<file path="src/rtl/layer1_input_packer_pkg.sv">
// Shared layer-1 definitions: default input geometry and the packer FSM states.
package layer1_input_packer_pkg;

  localparam int DEF_NUM_FEATURES = 3;
  localparam int DEF_FEAT_BITS    = 2;

  typedef enum logic [1:0] {
    ST_FILL = 2'd0,
    ST_HOLD = 2'd1,
    ST_DROP = 2'd2
  } pack_state_e;

endpackage

</file>
<file path="src/rtl/layer1_input_packer.sv">
// Packs a framed stream of quantized features into one fan-in vector for the
// first-layer neuron LUTs, with framing-error detection and resync.
//
// state | meaning
// FILL  | accepting feature beats, building the vector
// HOLD  | complete vector parked behind a stalled output, input stalled
// DROP  | discarding beats of a malformed frame until its s_last
module layer1_input_packer
  import layer1_input_packer_pkg::*;
#(
  parameter int NUM_FEATURES = DEF_NUM_FEATURES,
  parameter int FEAT_BITS    = DEF_FEAT_BITS,
  localparam int VEC_W       = NUM_FEATURES * FEAT_BITS
) (
  input  logic                 clk,
  input  logic                 rst_n,
  input  logic                 s_valid,
  output logic                 s_ready,
  input  logic [FEAT_BITS-1:0] s_data,
  input  logic                 s_last,
  output logic                 m_valid,
  input  logic                 m_ready,
  output logic [VEC_W-1:0]     m_data,
  output logic                 err
);

  localparam int IDX_W = (NUM_FEATURES > 1) ? $clog2(NUM_FEATURES) : 1;
  localparam int LOW_W = VEC_W - FEAT_BITS;
  localparam logic [IDX_W-1:0] LAST_IDX = IDX_W'(NUM_FEATURES - 1);

  pack_state_e      state, state_nxt;
  logic [IDX_W-1:0] idx, idx_nxt;
  logic [LOW_W-1:0] acc, acc_nxt;
  logic [VEC_W-1:0] hold, hold_nxt;
  logic [VEC_W-1:0] m_data_nxt;
  logic [VEC_W-1:0] done_vec;
  logic             m_valid_nxt;
  logic             err_nxt;
  logic             accept;
  logic             slot_free;

  assign s_ready   = (state != ST_HOLD);
  assign accept    = s_valid && s_ready;
  assign slot_free = !m_valid || m_ready;
  // The final feature goes straight from the bus into the top slice.
  assign done_vec  = {s_data, acc};

  always_ff @(posedge clk or negedge rst_n) begin
    if (!rst_n) begin
      state   <= ST_FILL;
      idx     <= '0;
      acc     <= '0;
      hold    <= '0;
      m_valid <= 1'b0;
      m_data  <= '0;
      err     <= 1'b0;
    end else begin
      state   <= state_nxt;
      idx     <= idx_nxt;
      acc     <= acc_nxt;
      hold    <= hold_nxt;
      m_valid <= m_valid_nxt;
      m_data  <= m_data_nxt;
      err     <= err_nxt;
    end
  end

  always_comb begin
    state_nxt   = state;
    idx_nxt     = idx;
    acc_nxt     = acc;
    hold_nxt    = hold;
    m_valid_nxt = m_valid;
    m_data_nxt  = m_data;
    err_nxt     = 1'b0;

    if (m_valid && m_ready) m_valid_nxt = 1'b0;

    case (state)
      ST_FILL: begin
        if (accept) begin
          if (idx == LAST_IDX) begin
            idx_nxt = '0;
            if (!s_last) begin
              err_nxt   = 1'b1;
              state_nxt = ST_DROP;
            end else if (slot_free) begin
              m_data_nxt  = done_vec;
              m_valid_nxt = 1'b1;
            end else begin
              hold_nxt  = done_vec;
              state_nxt = ST_HOLD;
            end
          end else if (s_last) begin
            err_nxt = 1'b1;
            idx_nxt = '0;
          end else begin
            acc_nxt[int'(idx)*FEAT_BITS +: FEAT_BITS] = s_data;
            idx_nxt = idx + 1'b1;
          end
        end
      end
      ST_HOLD: begin
        // m_valid is necessarily high here, so m_ready alone is the handshake.
        if (m_ready) begin
          m_data_nxt  = hold;
          m_valid_nxt = 1'b1;
          state_nxt   = ST_FILL;
        end
      end
      ST_DROP: begin
        if (accept && s_last) begin
          state_nxt = ST_FILL;
          idx_nxt   = '0;
        end
      end
      default: begin
        state_nxt = ST_FILL;
        idx_nxt   = '0;
      end
    endcase
  end

endmodule
</file>
<file path="config.mk">
export PLATFORM = sky130hd
export DESIGN_NAME = layer1_input_packer
export DESIGN_NICKNAME = d
export VERILOG_FILES = /design/src/rtl/layer1_input_packer_pkg.sv /design/src/rtl/layer1_input_packer.sv
export SDC_FILE = /design/constraint.sdc
export NUM_CORES = 1
export LEC_CHECK = 0
export CORE_MARGIN = 8
export CORE_UTILIZATION = 35
export DETAILED_ROUTE_END_ITERATION = 16
export GPL_ROUTABILITY_DRIVEN = 0
export HOLD_SLACK_MARGIN = 0.12
export MAX_ROUTING_LAYER = met4
export PLACE_DENSITY_LB_ADDON = 0.3
export SETUP_SLACK_MARGIN = 0.5
export SLEW_MARGIN = 10
export SYNTH_ARGS = -nofsm -noshare
export SYNTH_HDL_FRONTEND = slang
export SYNTH_SLANG_ARGS = --single-unit
</file>
<file path="constraint.sdc">
create_clock -name clk -period 2.17 [get_ports clk]
set_input_delay 0.434 -clock clk [delete_from_list [all_inputs] [get_ports clk]]
set_output_delay 0.434 -clock clk [all_outputs]
set_load 0.1 [all_outputs]
</file>
* Word level (Yosys, flattened, before mapping)
Cells that the tools add are included. Widths: inputs -> output; s select.
Word-level totals: register bits 22, bits of input ports 7, output and inout bits 9, word-level logic and storage cells 68
Operators by class: $add $sub $neg 2, equality and inequality tests 11, shifts and indexed selects 2, muxes and demuxes 30, bitwise operators 4, reductions and logical operators 12
Operators with widths (count):
- $neg 3->33 | 1
- $shift 2x33->4 const A | 1
- $shiftx 2x33->4 | 1
- $mux 6 | 5
- $mux 2 | 9
- $ne 2x2->1 const B | 6
- $pmux 2 s3 | 2
- $pmux 6 s2 | 1
- $mux 1 | 11
- $reduce_and 5->1 | 2
- $reduce_and 6->1 | 1
- $bwmux 4 | 1
- $eq 2x2->1 const B | 2
- $not 1->1 | 4
- $reduce_and 4->1 | 1
- $logic_and 1x1->1 | 3
- $ne 3x3->1 const B | 1
- $reduce_and 3->1 | 1
- $add 2x1->2 const B | 1
- $eq 2x1->1 const B | 1
- $logic_not 2->1 | 1
- $ne 2x1->1 const B | 1
- $pmux 1 s2 | 1
- $reduce_bool 2->1 | 1
- 2 further kinds | 2

* Depth between registers and ports, before layout
word-level depth 7, gate-level depth with buffers 8, gate-level depth less buffers 8

* Worst setup path before layout
Ideal clock, no wire load.
kind register to register, from register m_valid, to register hold[4], setup time 125 ps, arrival 1709 ps, required time 2045 ps, slack 336 ps, stages on the path, launching flop included 4, path buffers 0, period minus slack after synthesis 1834 ps, path through dfrtp_1 -> nand2b_1 -> nor2_4 -> mux2_2
On the way: longest elaborated chain between the ends 4
Ends and longest elaborated chain:
- start: declaration | RTL line layer1_input_packer.sv:21 | output logic m_valid,
- start signal: assignment | RTL line layer1_input_packer.sv:62 | m_valid <= m_valid_nxt;
- $logic_not 1->1 | RTL line layer1_input_packer.sv:44 | assign slot_free = !m_valid || m_ready;
- $logic_or 1x1->1 | RTL line layer1_input_packer.sv:44
- $not 1->1 (no source line)
- $reduce_and 5->1 (no source line)
- end signal: assignment | RTL line layer1_input_packer.sv:61 | hold <= hold_nxt;
- end: declaration | RTL line layer1_input_packer.sv:34 | logic [VEC_W-1:0] hold, hold_nxt;
Every way passes these cells. A chain may end at the register's enable or synchronous reset.

* Final worst setup path
from register state[1], to output port s_ready
On the way: longest elaborated chain between the ends 1
Ends and longest elaborated chain:
- start: declaration | RTL line layer1_input_packer.sv:31 | pack_state_e state, state_nxt;
- start signal: assignment | RTL line layer1_input_packer.sv:58 | state <= state_nxt;
- $ne 2x1->1 | RTL line layer1_input_packer.sv:42 | assign s_ready = (state != ST_HOLD);
- end: declaration | RTL line layer1_input_packer.sv:18 | output logic s_ready,
Every way passes these cells.

==> flow_results.xml <==
<?xml version="1.0" encoding="UTF-8"?>
<metrics>
  <group name="status">
    <metric name="run_status" unit="">finished clean</metric>
  </group>
  <group name="floorplan">
    <metric name="ios" unit="">16</metric>
    <metric name="initial_core_util" unit="%">37.11</metric>
    <metric name="rows" unit="">20</metric>
    <metric name="floorplan.core_area" unit="sq um">3078</metric>
    <metric name="floorplan.die_area" unit="sq um">5348</metric>
    <metric name="width_of_the_die" unit="microns">73.13</metric>
    <metric name="die-height" unit="microns">73.13</metric>
  </group>
  <group name="synth">
    <metric name="ys_dominant_reg_cell" unit="">sky130_fd_sc_hd__dfrtp_1</metric>
    <metric name="synth.most_common_cell" unit="">sky130_fd_sc_hd__dfrtp_1</metric>
    <metric name="synthesis.yosys.warnings" unit="">0</metric>
    <metric name="synthDistinctLibCells" unit="">28</metric>
    <metric name="synth_area_leader_cell" unit="">sky130_fd_sc_hd__dfrtp_1</metric>
    <metric name="postSynthAreaPerCell" unit="sq um">12.28</metric>
    <metric name="synth-edff-count" unit="">0</metric>
    <metric name="synthesis.area" unit="sq um">1142</metric>
    <metric name="commonest_cells_in_the_synthesized_netlist" unit="">sky130_fd_sc_hd__dfrtp_1 (22), sky130_fd_sc_hd__mux2_2 (12), sky130_fd_sc_hd__inv_1 (8)</metric>
    <metric name="syn-instance-count" unit="">93</metric>
    <metric name="synthTopCellsByArea" unit="">sky130_fd_sc_hd__dfrtp_1 (48%), sky130_fd_sc_hd__mux2_2 (12%), sky130_fd_sc_hd__mux2_4 (7.9%)</metric>
    <metric name="postSynth.asyncResetShare" unit="%">100.0</metric>
    <metric name="yosys_register_bits" unit="">22</metric>
    <metric name="synth_seq_area_share" unit="%">48.19</metric>
    <metric name="netlist.area_leader.share" unit="%">48.19</metric>
    <metric name="syn_nets" unit="">105</metric>
  </group>
  <group name="routing">
    <metric name="route.antenna.remaining_nets" unit="">0</metric>
    <metric name="post_drt_wl_per_cell" unit="microns">14.77</metric>
    <metric name="routed_via_density" unit="">5.024</metric>
    <metric name="finalWirelength" unit="microns">2451</metric>
    <metric name="drt_first_pass_iters" unit="">4</metric>
    <metric name="drt_drc_violations_left" unit="">0</metric>
    <metric name="dr_total_vias" unit="">834</metric>
    <metric name="first_iter_violations" unit="">41</metric>
  </group>
  <group name="finish">
    <metric name="antennaDiodeCount" unit="">0</metric>
    <metric name="final_layout_size_suffix_gt1_share" unit="%">46.72</metric>
    <metric name="final_core_util" unit="%">48.09</metric>
    <metric name="fill_cell_total_of_the_finished_layout" unit="">313</metric>
    <metric name="flow.area_growth_from_synthesis" unit="%">29.57</metric>
    <metric name="fin_nets" unit="">135</metric>
  </group>
  <group name="power_and_ir_drop">
    <metric name="vdd.ir_drop.worst" unit="V">0.0005745</metric>
    <metric name="power_density" unit="nW/um^2">1218</metric>
    <metric name="static-leakage-power" unit="uW">0.0006945</metric>
  </group>
  <group name="setup_path">
    <metric name="cp_max_fo" unit="">4</metric>
    <metric name="worst-endpoint-arrival" unit="ns">1.25</metric>
    <metric name="setup_slack_on_the_worst_flop_to_flop_path" unit="ns">0.49</metric>
    <metric name="crit_path_top_delay_cell" unit="">sky130_fd_sc_hd__dfrtp_2</metric>
    <metric name="timing_worst_setup_path_type" unit="">reg -&gt; out</metric>
    <metric name="critical_path_depth" unit="">3</metric>
    <metric name="worstPathCellList" unit="">nor2b_4 -&gt; clkinvlp_4 -&gt; buf_12</metric>
    <metric name="cpPeakStageDelay" unit="ns">0.47</metric>
    <metric name="worstPathRequired" unit="ns">1.74</metric>
    <metric name="start_kind" unit="">flip-flop</metric>
    <metric name="timing.reg2reg.worst_path_depth" unit="">5</metric>
    <metric name="critPathTopFamily" unit="">flip-flops</metric>
    <metric name="path_buf_inv" unit="">2</metric>
    <metric name="critPathCaptureType" unit="">primary output</metric>
  </group>
  <group name="cts">
    <metric name="cts.sinks" unit="">22</metric>
    <metric name="h_tree_depth" unit="">1</metric>
    <metric name="clock_latency" unit="ns">0.31</metric>
    <metric name="cts_tree" unit="">built</metric>
    <metric name="cts_root_buf" unit="">sky130_fd_sc_hd__clkbuf_4</metric>
    <metric name="clk_pin_slew" unit="ns">0.13</metric>
    <metric name="cts_inserted_buffers" unit="">3</metric>
    <metric name="cts.path.max_buffers" unit="">2</metric>
  </group>
  <group name="sta">
    <metric name="grt_setup_unrepaired" unit="">true</metric>
    <metric name="max-slew-margin-rel" unit="%">77.48</metric>
    <metric name="period_share" unit="%">77.65</metric>
    <metric name="post-route-min-period" unit="ns">1.685</metric>
    <metric name="final-hold-violation-count" unit="">0</metric>
    <metric name="setup_viol_count_final" unit="">0</metric>
    <metric name="maxClockFrequency" unit="GHz">0.5935</metric>
    <metric name="worst-slew-pin-transition" unit="ns">0.3378</metric>
    <metric name="timing.clock.skew" unit="ns">0.01351</metric>
    <metric name="tns" unit="ns">0</metric>
    <metric name="slew_viol_final" unit="">0</metric>
  </group>
  <group name="global_routing">
    <metric name="globalRouteOverflowTotal" unit="">0</metric>
    <metric name="via_count_of_the_first_global_routing_pass" unit="">876</metric>
    <metric name="track_usage" unit="%">10.08</metric>
    <metric name="antenna_found_initial" unit="">0</metric>
    <metric name="grt_max_degree" unit="">23</metric>
    <metric name="grt_pass1_wl" unit="microns">4036</metric>
  </group>
  <group name="placement">
    <metric name="dp_hpwl" unit="microns">1727</metric>
    <metric name="number_of_buffers_inserted_by_port_buffering" unit="">15</metric>
  </group>
  <group name="min_path">
    <metric name="hold_path_class" unit="">in -&gt; async</metric>
  </group>
  <group name="flow_run">
    <metric name="cap_viol_max_count" unit="">0</metric>
  </group>
</metrics>
placed cells by master (no fill, tap or decap):
master                            Yosys  routed
sky130_fd_sc_hd__and4b_1              2       2
sky130_fd_sc_hd__clkdlybuf4s50_1      0       4
sky130_fd_sc_hd__inv_1                8       6
sky130_fd_sc_hd__o211a_4              1       1
sky130_fd_sc_hd__buf_12               0       1
sky130_fd_sc_hd__nor2b_4              0       1
sky130_fd_sc_hd__a211oi_1             1       1
sky130_fd_sc_hd__buf_4                1      19
sky130_fd_sc_hd__nand4_1              4       4
sky130_fd_sc_hd__o21ai_0              6       6
sky130_fd_sc_hd__inv_2                0       1
sky130_fd_sc_hd__nor3_2               0       1
sky130_fd_sc_hd__o22ai_1              1       1
sky130_fd_sc_hd__nand2_1              5       5
sky130_fd_sc_hd__nor4_1               2       2
sky130_fd_sc_hd__mux2_4               6       7
sky130_fd_sc_hd__nor2_4               1       1
sky130_fd_sc_hd__nor3b_4              1       1
sky130_fd_sc_hd__dlygate4sd2_1        0       2
sky130_fd_sc_hd__clkbuf_1             0       1
sky130_fd_sc_hd__and2_2               1       1
sky130_fd_sc_hd__mux2_2              12      11
sky130_fd_sc_hd__dfrtp_2              0       4
sky130_fd_sc_hd__nand3_1              1       1
sky130_fd_sc_hd__or2b_1               1       1
sky130_fd_sc_hd__nand3b_1             1       1
sky130_fd_sc_hd__ha_1                 5       4
sky130_fd_sc_hd__nand3_4              1       1
sky130_fd_sc_hd__a21oi_1              4       4
sky130_fd_sc_hd__ha_4                 0       1
sky130_fd_sc_hd__dfrtp_1             22      18
sky130_fd_sc_hd__buf_6                0       1
sky130_fd_sc_hd__clkbuf_4             0       3
sky130_fd_sc_hd__nand2b_1             1       1
sky130_fd_sc_hd__nor2_1               1       1
sky130_fd_sc_hd__clkinvlp_4           0       1
sky130_fd_sc_hd__and3_2               1       1
report_power, final:
| part | total, uW | leakage [uW] | switching [uW] | internal, uW |
|---|---|---|---|---|
| clock network | 196 | 0.0000150 | 124 | 71.7 |
| registers | 617 | 0.000291 | 91.0 | 526 |
| logic | 990 | 0.000389 | 667 | 324 |
timing repair:
action,in CTS,in global routing
setup endpoints to repair,17,17
hold buffers,0,0
buffers inserted,5,3
resized for setup,12,1
pin swaps,3,3
endpoints found under the hold margin,0,0
path summary, 6_finish.rpt:
| check | end | from |
|---|---|---|
| max | s_ready | state[1] |
| min reg2reg | hold[4] | hold[4] |
| min | m_data[5] | rst_n |
| max reg2reg | m_data[0] | state[0] |
| min in group clk | hold[4] | hold[4] |
| max in group asynchronous | idx[0] | rst_n |
cell type report:
class | count | area (sq um) | share of cell area [%]
Multi-Input combinational cell | 61 | 578.1 | 39.05
Clock buffer | 4 | 26.28 | 1.775
Timing Repair Buffer | 27 | 231.5 | 15.64
Sequential cell | 22 | 555.5 | 37.53
Tap cell | 44 | 55.05 | 3.719
Inverter | 8 | 33.78 | 2.282
registers in the layout, summed over array words and instances (netlist names):
signal and flops:
err 1, m_valid 1, acc 4, hold 6, state 2, idx 2
m_data 6
kinds of logic after synthesis:
kind of cell	Yosys count	synth area share, %
AND/OR/NAND/NOR	25	15.77
adder cells (fa/ha/maj)	5	5.476
multiplexers	18	19.72
buffers and inverters	10	3.724
AO/OA/AOI/OAI	13	7.120
flip-flops	22	48.19
stage by stage:
stage	instance area (sq um)	std cells	total power [uW]	hold WS, ns	setup slack, ns
global route	1480	166	1898	0.4810	0.4434
finish	1480	166	1803	0.4596	0.4851
CTS	1456	163	1806	0.4602	0.4740
global placement	1360	154	1534	0.4857	0.1211
detailed placement	1360	154	1557	0.4944	0.07809
floorplan	1147	93	1341	0.1384	0.5205
worst reg2reg max path: stages (launching register included):
cell and delay, ns:
sky130_fd_sc_hd__dfrtp_2 0.43, sky130_fd_sc_hd__buf_6 0.12, sky130_fd_sc_hd__nor3b_4 0.26, sky130_fd_sc_hd__nand3_4 0.13, sky130_fd_sc_hd__o211a_4 0.32, sky130_fd_sc_hd__mux2_4 0.31
metal layers:
| metal | global-route usage, % | part of all wire (%) | routed length [microns] |
|---|---|---|---|
| met5 | - | 0 | 0 |
| met4 | 4.000 | 1.1 | 27 |
| met3 | 2.335 | 3.3 | 82 |
| met2 | 16.29 | 49 | 1202 |
| met1 | 11.80 | 46 | 1138 |
Note: power is estimated with default switching activity, not from simulation.
